==> src/rtl/vga_timing_gen.sv <==
// XGA 1024x768@60 video timing generator on the PLL pixel clock.
// Define VGA_TEST_PATTERN_EN to drive 8 colour bars on rgb.
module vga_timing_gen #(
    parameter int   H_ACTIVE = 1024,
    parameter int   H_FP     = 24,
    parameter int   H_SYNC   = 136,
    parameter int   H_BP     = 160,
    parameter int   V_ACTIVE = 768,
    parameter int   V_FP     = 3,
    parameter int   V_SYNC   = 6,
    parameter int   V_BP     = 29,
    parameter logic SYNC_POL = 1'b0
) (
    input  logic        clk_in,
    input  logic        reset,
    input  logic        locked,
    output logic        hsync,
    output logic        vsync,
    output logic        active,
    output logic [10:0] x,
    output logic [9:0]  y,
    output logic        line_start,
    output logic        frame_start,
    output logic [7:0]  rgb
);

    localparam int H_TOTAL = H_ACTIVE + H_FP + H_SYNC + H_BP;
    localparam int V_TOTAL = V_ACTIVE + V_FP + V_SYNC + V_BP;

    localparam logic [10:0] H_ACT  = 11'(H_ACTIVE);
    localparam logic [10:0] H_SS   = 11'(H_ACTIVE + H_FP);
    localparam logic [10:0] H_SE   = 11'(H_ACTIVE + H_FP + H_SYNC);
    localparam logic [10:0] H_LAST = 11'(H_TOTAL - 1);
    localparam logic [9:0]  V_ACT  = 10'(V_ACTIVE);
    localparam logic [9:0]  V_SS   = 10'(V_ACTIVE + V_FP);
    localparam logic [9:0]  V_SE   = 10'(V_ACTIVE + V_FP + V_SYNC);
    localparam logic [9:0]  V_LAST = 10'(V_TOTAL - 1);

    logic [10:0] h_cnt;
    logic [9:0]  v_cnt;
    logic        run;
    logic        vis;
    logic        h_in;
    logic        v_in;

    // Lock loss is handled exactly like reset so a frame never resumes mid-way.
    assign run  = locked & ~reset;
    assign vis  = (h_cnt < H_ACT) && (v_cnt < V_ACT);
    assign h_in = (h_cnt >= H_SS) && (h_cnt < H_SE);
    assign v_in = (v_cnt >= V_SS) && (v_cnt < V_SE);

    always_ff @(posedge clk_in) begin
        if (!run) begin
            h_cnt <= '0;
            v_cnt <= '0;
        end else if (h_cnt == H_LAST) begin
            h_cnt <= '0;
            v_cnt <= (v_cnt == V_LAST) ? '0 : v_cnt + 10'd1;
        end else begin
            h_cnt <= h_cnt + 11'd1;
        end
    end

    always_ff @(posedge clk_in) begin
        if (!run) begin
            hsync       <= ~SYNC_POL;
            vsync       <= ~SYNC_POL;
            active      <= 1'b0;
            x           <= '0;
            y           <= '0;
            line_start  <= 1'b0;
            frame_start <= 1'b0;
        end else begin
            hsync       <= h_in ? SYNC_POL : ~SYNC_POL;
            vsync       <= v_in ? SYNC_POL : ~SYNC_POL;
            active      <= vis;
            x           <= vis ? h_cnt : '0;
            y           <= vis ? v_cnt : '0;
            line_start  <= (h_cnt == '0);
            frame_start <= (h_cnt == '0) && (v_cnt == '0);
        end
    end

`ifdef VGA_TEST_PATTERN_EN
    logic [7:0] bar;

    always_comb begin
        bar = 8'h00;
        unique case (h_cnt[9:7])
            3'd0: bar = 8'hFF;
            3'd1: bar = 8'hFC;
            3'd2: bar = 8'h1F;
            3'd3: bar = 8'h1C;
            3'd4: bar = 8'hE3;
            3'd5: bar = 8'hE0;
            3'd6: bar = 8'h03;
            3'd7: bar = 8'h00;
        endcase
    end

    always_ff @(posedge clk_in) begin
        rgb <= (run && vis) ? bar : 8'h00;
    end
`else
    assign rgb = 8'h00;
`endif

endmodule

==> config.mk <==
export PLATFORM = sky130hd
export DESIGN_NAME = vga_timing_gen
export DESIGN_NICKNAME = d
export VERILOG_FILES = /design/src/rtl/vga_timing_gen.sv
export SDC_FILE = /design/constraint.sdc
export NUM_CORES = 1
export LEC_CHECK = 0
export BUFFER_PORTS_ARGS = -buffer_cell sky130_fd_sc_hd__buf_4
export CORE_UTILIZATION = 39
export CTS_CLUSTER_SIZE = 8
export DETAILED_ROUTE_END_ITERATION = 10
export PLACE_DENSITY = 0.67
export SLEW_MARGIN = 20
export SYNTH_ARGS = -nofsm -noshare
export SYNTH_HDL_FRONTEND = slang
export SYNTH_SLANG_ARGS = --single-unit
==> constraint.sdc <==
create_clock -name clk_in -period 2.4 [get_ports clk_in]
set_clock_uncertainty 0.2 [all_clocks]
set_input_delay 0.12 -clock clk_in [delete_from_list [all_inputs] [get_ports clk_in]]
set_output_delay 0.12 -clock clk_in [all_outputs]
set_load 0.01 [all_outputs]
# Word-level counts from Yosys, hierarchy flattened
# Cells that the tools add are included.
dict set report word_totals {
  elab_cells 33
  inputBits 3
  regBits 47
}
dict set report classes {
  n_reduce_logical 8
  n_eq_ne 2
  bitwise_logic 3
  n_mux 3
  magnitude_cmp 6
  addsub 2
}
# op n
set ops {}
lappend ops {{< comparator 11 bit, second input constant} 2}
lappend ops {{< comparator 10 bit, second input constant} 2}
lappend ops {{adder 11 x 1 -> 11 bit, second input constant} 1}
lappend ops {{equality test 11 bit, second input constant} 1}
lappend ops {{greater-or-equal comparator 11 bit, second input constant} 1}
lappend ops {{zero test 11 bit} 1}
lappend ops {{adder 10 x 1 -> 10 bit, second input constant} 1}
lappend ops {{equality test 10 bit, second input constant} 1}
lappend ops {{greater-or-equal comparator 10 bit, second input constant} 1}
lappend ops {{zero test 10 bit} 1}
lappend ops {{2-to-1 mux 10 bit} 1}
lappend ops {{logical AND 1 bit} 4}
lappend ops {{2-to-1 mux 1 bit} 2}
lappend ops {{NOT 1 bit} 2}
lappend ops {{AND reduction 2 bit} 1}
lappend ops {{OR reduction 2 bit} 1}
lappend ops {{AND 1 bit} 1}

# Depth between registers and ports, before layout
# Gate-level depths: netlist of run 1.
dict set report depth {
  ltp_word 4
  ltp_mapped 6
}

# Worst setup path before layout of run 1
# OpenSTA, ideal clock, no wires.
dict set report synth_path {
  path_type {reg-to-reg}
  start {reg h_cnt[0]}
  end {reg v_cnt[6]}
  setup_ps 70
  path_stages_with_launch 7
  t_arrival_ps 1505
  n_path_buf 1
  path_slack_ps 625
  required_time_ps 2130
  path_cell_list {dfxtp_1 ha_1 and4_1 buf_4 nand4_2 or3_1 a21oi_1}
}
dict set report synth_between {
  elab_chain_len 1
}
# item line
set synth_lines {}
lappend synth_lines {{start: declaration} 39} ;# logic [10:0] h_cnt;
lappend synth_lines {{start signal: assignment} 60} ;# h_cnt <= h_cnt + 11'd1;
lappend synth_lines {{equality test 11 bit} 56} ;# end else if (h_cnt == H_LAST) begin
lappend synth_lines {{end signal: assignment} 58} ;# v_cnt <= (v_cnt == V_LAST) ? '0 : v_cnt + 10'd1;
lappend synth_lines {{end: declaration} 40} ;# logic [9:0] v_cnt;
# Every way passes these cells.
# A chain may end at the register's enable or synchronous reset.

# Final worst setup path of run 1
dict set report layout_path {
  start {reg h_cnt[0]}
  end {reg v_cnt[8]}
}
# Same word-level chain as after synthesis.

==> flow_metrics.py, run 1 <==
metrics = {
    "power": {
        "p_int_mw": 1.11,
        "p_comb_frac": 0.030,
        "peakVddDrop_mv": 0.332,
        "p_switching_mw": 0.286,
        "clkPwrFrac": 0.406,
        "finalPower_mw": 1.40,
        "p_per_area_nw_per_um2": 618,
        "swShare": 0.205,
        "p_leak_nw": 0.916,
        "seq_power_share": 0.564,
    },
    "timing": {
        "setup_tns_ns": 0,
        "setup-violations-final": 0,
        "worst_slew_pin_slew_ns": 0.512,
        "max_slew_margin": 0.656,
        "layout_setup_ws_ns": 0.357,
        "drv_slew": 0,
        "period_share": 0.851,
        "hold_viol": 0,
        "rsz0062_at_grt": "false",
        "hold_ws_ns": 0.112,
        "max_freq_mhz": 489,
        "min_period_ns": 2.04,
    },
    "setup_path": {
        "critPathBufInv": 0,
        "critPathMaxFanout": 7,
        "r2r_cells": 5,
        "cp_cell_sequence": "ha_1, and4_1, nand4_2, or3_1, a21oi_1",
        "cp_slowest_cell": "or3_1",
        "required_ns": 2.43,
        "cp_slowest_stage_delay_ns": 0.41,
        "critical_path_class": "flip-flop to flip-flop",
        "start_kind": "flip-flop",
        "end_kind": "flip-flop",
        "arrival_ns": 2.07,
        "worstSetupPathDepth": 5,
        "crit_family": "simple AND/OR/NAND/NOR gates",
    },
    "clock_network": {
        "cts_resized": 0,
        "cts_made_buffers": 5,
        "clk_path_buf_depth": 2,
        "h-tree-depth": 2,
        "cts.clk_slew.worst_paths_ns": 0.08,
        "cts_tree": "yes",
        "post_cts_buffers": 0,
        "cts.sinks": 47,
        "cts_root_buf": "clkbuf_8",
        "hold_buffers": 0,
        "clk_latency_ns": 0.30,
    },
    "grt": {
        "grt_pass1_wl_mm": 5.46,
        "grt_pass1_vias": 1231,
        "grt_usage": 0.140,
        "grt_max_degree": 17,
        "antenna_found_initial": 0,
        "overflow": 0,
    },
    "routing": {
        "drc": 2,
        "vias": 1397,
        "drtIter0Drc": 76,
        "firstDrtPassIters": 7,
        "antenna_left": 0,
        "post_drt_via_cell_ratio": 4.67,
        "totalWireLength_mm": 3.31,
        "wl_per_cell_um": 11.1,
    },
    "synthesis": {
        "synth_seq_cells": 47,
        "netlist_area_um2": 1910,
        "synth.distinct_cells": 34,
        "syn_inst": 203,
        "synth_seq_area_share": 0.492,
        "ys_warn_count": 0,
        "synth.avg_cell_area_um2": 9.43,
    },
    "floorplan": {
        "start_util": 0.405,
        "ios": 37,
        "core-area_um2": 4720,
        "fp.dieArea_um2": 5190,
        "die_h_um": 72.1,
        "die_x_um": 72.1,
        "rows": 25,
    },
    "flow_run": {
        "maxCapViolations": 0,
    },
    "final_layout": {
        "drive_gt1_frac": 0.194,
        "layout.nets": 240,
        "n_antenna_cell": 0,
        "area_growth_pct": 18.0,
    },
    "min_path": {
        "hp-class": "primary input to flip-flop",
        "hold_depth": 3,
    },
    "outcome": {
        "violations": "DRC",
        "outcome": "finished, violations left",
    },
    "placed_design": {
        "port_buffers": 28,
        "dp_slack_ns": 0.347,
        "dp.final_hpwl_mm": 2.33,
        "gp_congestion": 0.765,
    },
}
## kinds of logic after synthesis
| logic type | count (synthesis) | synth area share |
|---|---|---|
| compound gates | 22 | 0.0660 |
| xor+xnor | 9 | 0.0412 |
| fa+ha+maj | 6 | 0.0392 |
| buf+inv | 23 | 0.0654 |
| flops | 47 | 0.492 |
| mux | 1 | 0.00523 |
| other cells | 1 | 0.00196 |
| simple gates | 94 | 0.290 |
## power by group through the flow
stage                     logic, mW  registers, mW  clock network [mW]
after floorplan              0.0319          0.808                   0
after global placement       0.0415          0.806                   0
after detailed placement     0.0422          0.806                   0
after CTS                    0.0423          0.788               0.584
after global routing         0.0471          0.788               0.615
final                        0.0421          0.787               0.566
## sequential cells by signal, indices dropped and copies added (netlist names)
signal,flops
h_cnt,11
x,11
y,10
line_start,1
frame_start,1
v_cnt,10
active,1
vsync,1
hsync,1
## cells in the mapped netlist
master	n	area [um^2]
nor3_1	11	55.1
and3_1	2	12.5
nand3b_1	1	7.51
a21oi_1	10	50.1
mux2i_1	1	10.0
and2b_1	1	7.51
a41o_1	1	10.0
ha_1	6	75.1
nor2_1	17	63.8
o21ai_4	1	16.3
dfxtp_1	47	941
nand4_2	2	25.0
nand4_4	1	21.3
xnor2_1	5	43.8
buf_2	4	20.0
conb_1	1	3.75
or4_4	1	11.3
and4_2	1	10.0
nand2_1	12	45.0
nor3_2	1	10.0
nand3_1	7	35.0
or3_1	7	43.8
and4_1	4	35.0
nand2b_1	2	12.5
buf_4	9	67.6
nand4_1	4	25.0
nor4b_2	1	15.0
and2_1	16	100
clkbuf_1	3	11.3
nor4_1	3	18.8
o21ai_0	9	45.0
xor2_1	4	35.0
o21ai_1	1	5.00
inv_1	7	26.3
## tightest hold or removal path: cells and delay by family
family,cells,cell delay (ns)
buf+inv,1,0.08
simple gates,2,0.37
## metal layers
| layer | vias up | part of all wire | global-route usage | routed length, um |
|---|---|---|---|---|
| met5 | - | 0 | 0 | 0 |
| met4 | 0 | 0.020 | 0.0937 | 65 |
| met3 | 5 | 0.051 | 0.0264 | 168 |
| met2 | 39 | 0.45 | 0.216 | 1500 |
| met1 | 627 | 0.48 | 0.178 | 1580 |
| li1 | 726 | - | - | - |
## layout by cell type, fill, tap and decap left out, types with 2 or more instances in the layout
cell / n
and4_1: 4
nand4_2: 2
nor4_1: 3
and3_1: 2
nand4_1: 4
xor2_1: 4
nand2_1: 12
dfxtp_1: 47
and2_1: 16
xnor2_1: 5
buf_4: 29
ha_1: 6
o21ai_0: 9
inv_1: 7
nor3_1: 11
nand3_1: 7
nor2_1: 17
or3_1: 7
clkbuf_8: 5
conb_1: 9
nand2b_1: 2
a21oi_1: 10
## per-stage QoR
stage / util / cells / instance area (um^2)
2_1_floorplan: - / 211 / 1940
6_report: 0.478 / 299 / 2260
4_1_cts: 0.478 / 299 / 2260
3_3_place_gp: 0.455 / 291 / 2150
3_5_place_dp: 0.455 / 291 / 2150
5_1_grt: 0.478 / 299 / 2260
## layout make-up
class,instances,area [um^2]
sequential,47,941
fill,468,2460
clock inverter,3,43.8
inverter,7,26.3
multi-input combinational,141,878
timing repair buffer,29,218
tap,67,83.8
clock buffer,5,68.8
## final timing paths
| path | startpoint | end | slack [ns] |
|---|---|---|---|
| worst max-delay path | h_cnt[0] | v_cnt[8] | 0.36 |
| worst min register to register | h_cnt[0] | h_cnt[0] | 0.27 |
| worst max register to register | h_cnt[0] | v_cnt[8] | 0.36 |
| worst min-delay path | locked | h_cnt[2] | 0.11 |
(Power assumes the default switching activity.)
==> run 2: changes to the inputs <==
--- a/config.mk
+++ b/config.mk
@@ -6,10 +6,10 @@
 export NUM_CORES = 1
 export LEC_CHECK = 0
 export BUFFER_PORTS_ARGS = -buffer_cell sky130_fd_sc_hd__buf_4
-export CORE_UTILIZATION = 39
+export CORE_UTILIZATION = 25
 export CTS_CLUSTER_SIZE = 8
 export DETAILED_ROUTE_END_ITERATION = 10
-export PLACE_DENSITY = 0.67
+export PLACE_DENSITY = 0.49
 export SLEW_MARGIN = 20
 export SYNTH_ARGS = -nofsm -noshare
 export SYNTH_HDL_FRONTEND = slang
==> run 2 against run 1 <==
The run now ends clean. Power grew 2.2%. Combinational power up 1%. Sequential share of layout area fell by 0.81 points. Via count is 1.2% higher. Wire length increased by 12%. Clock-buffer cell count up 1. Clock power grew 5.3%. Critical path type unchanged. Critical endpoint is now v_cnt[6]. Highest routed layer unchanged.
==> flow_metrics.py, run 2 (synthesized netlist as in run 1, its figures left out) <==
metrics = {
    "routing": {
        "vias": 1414,
        "firstDrtPassIters": 4,
        "wl_per_cell_um": 11.2,
        "totalWireLength_mm": 3.72,
        "post_drt_via_cell_ratio": 4.27,
        "drc": 0,
        "antenna_left": 0,
        "drtIter0Drc": 126,
    },
    "grt": {
        "grt_max_degree": 15,
        "overflow": 0,
        "grt_usage": 0.100,
        "antenna_found_initial": 0,
        "grt_pass1_vias": 1252,
        "grt_pass1_wl_mm": 6.00,
    },
    "timing": {
        "hold_viol": 0,
        "max_freq_mhz": 490,
        "drv_slew": 0,
        "setup_tns_ns": 0,
        "worst_slew_pin_slew_ns": 0.531,
        "min_period_ns": 2.04,
        "layout_setup_ws_ns": 0.359,
        "period_share": 0.850,
        "max_slew_margin": 0.642,
        "setup-violations-final": 0,
        "rsz0062_at_grt": "false",
    },
    "clock_network": {
        "h-tree-depth": 2,
        "cts.clk_slew.worst_paths_ns": 0.08,
        "cts_resized": 0,
        "cts.sinks": 47,
        "cts_tree": "yes",
        "clk_latency_ns": 0.30,
        "hold_buffers": 0,
        "clk_path_buf_depth": 2,
        "cts_made_buffers": 5,
        "post_cts_buffers": 0,
        "cts_root_buf": "clkbuf_8",
    },
    "outcome": {
        "outcome": "finished, final reports clean",
    },
    "final_layout": {
        "final_common_cell": "dfxtp_1",
        "layout_common_cells": "47 x dfxtp_1, 29 x buf_4, 17 x nor2_1, 16 x and2_1, 12 x nand2_1",
        "n_antenna_cell": 0,
        "layout.nets": 240,
        "drive_gt1_frac": 0.194,
        "area_growth_pct": 20.4,
        "nFillCells": 790,
        "reg_top3": "h_cnt x11, x x11",
    },
    "setup_path": {
        "critPathBufInv": 0,
        "crit_family": "simple AND/OR/NAND/NOR gates",
        "cp_slowest_cell": "and4_1",
        "critical_path_class": "flip-flop to flip-flop",
        "cp_slowest_stage_delay_ns": 0.41,
        "start_kind": "flip-flop",
        "arrival_ns": 2.07,
        "required_ns": 2.43,
        "cp_cell_sequence": "ha_1, and4_1, nand4_2, or3_1, a21oi_1",
        "critPathMaxFanout": 7,
        "end_kind": "flip-flop",
    },
    "floorplan": {
        "die_h_um": 89.5,
        "rows": 31,
        "fp.dieArea_um2": 8010,
        "core-area_um2": 7330,
        "ios": 37,
        "start_util": 0.261,
        "die_x_um": 89.5,
    },
    "flow_run": {
        "maxCapViolations": 0,
    },
    "power": {
        "p_per_area_nw_per_um2": 619,
        "p_leak_nw": 0.919,
        "peakVddDrop_mv": 0.220,
    },
    "placed_design": {
        "dp_slack_ns": 0.352,
        "gp_congestion": 0.761,
        "dp.final_hpwl_mm": 2.63,
        "port_buffers": 28,
    },
    "min_path": {
        "hp-class": "primary input to flip-flop",
    },
}
run 2: cell types whose count changed in the layout (fill, tap and decap cells not counted), sizes merged:
cell	previous run	this run
clkbuf	5	6
clkinv	2	1
run 2: routing by layer:
layer / up-vias / wire [um] / track usage
met5: - / 0 / 0
met3: 4 / 179 / 0.0277
met2: 37 / 1620 / 0.150
met4: 0 / 66 / 0.0476
met1: 646 / 1850 / 0.133
li1: 727 / - / -
run 2: worst paths after layout:
check	cells past startpoint	startpoint	endpoint	slack [ns]
min reg2reg	1	h_cnt[0]	h_cnt[0]	0.28
max	5	h_cnt[0]	v_cnt[6]	0.36
max reg2reg	5	h_cnt[0]	v_cnt[6]	0.36
min	3	locked	h_cnt[2]	0.12
run 2: per-stage QoR:
| stage | hold slack, ns | power, mW | instance area, um^2 | std cells | utilization |
|---|---|---|---|---|---|
| global route | 0.159 | 1.48 | 2300 | 331 | 0.314 |
| global placement | 0.245 | 0.849 | 2190 | 323 | 0.298 |
| floorplan | 0.175 | 0.840 | 1940 | 211 | - |
| detailed placement | 0.262 | 0.849 | 2190 | 323 | 0.298 |
| CTS | 0.122 | 1.45 | 2300 | 331 | 0.314 |
| finish | 0.116 | 1.43 | 2300 | 331 | 0.314 |
run 2: layout make-up:
cell class / count / area (um^2) / share of cell area
clock inverters: 2 / 35.0 / 0.0152
multi-input cells: 141 / 878 / 0.381
repair buffers: 29 / 218 / 0.0945
clock buffers: 6 / 82.6 / 0.0358
inverters: 7 / 26.3 / 0.0114
well taps: 99 / 124 / 0.0537
flip-flops and latches: 47 / 941 / 0.408
run 2: power by group:
part           internal [mW]  switching, mW
clock network          0.337          0.259
logic                 0.0144         0.0280
registers              0.785        0.00267
run 2: worst register-to-register path, stage by stage, from the launching register on:
cell,delay [ns]
dfxtp_1,0.38
ha_1,0.21
and4_1,0.41
nand4_2,0.24
or3_1,0.40
a21oi_1,0.14
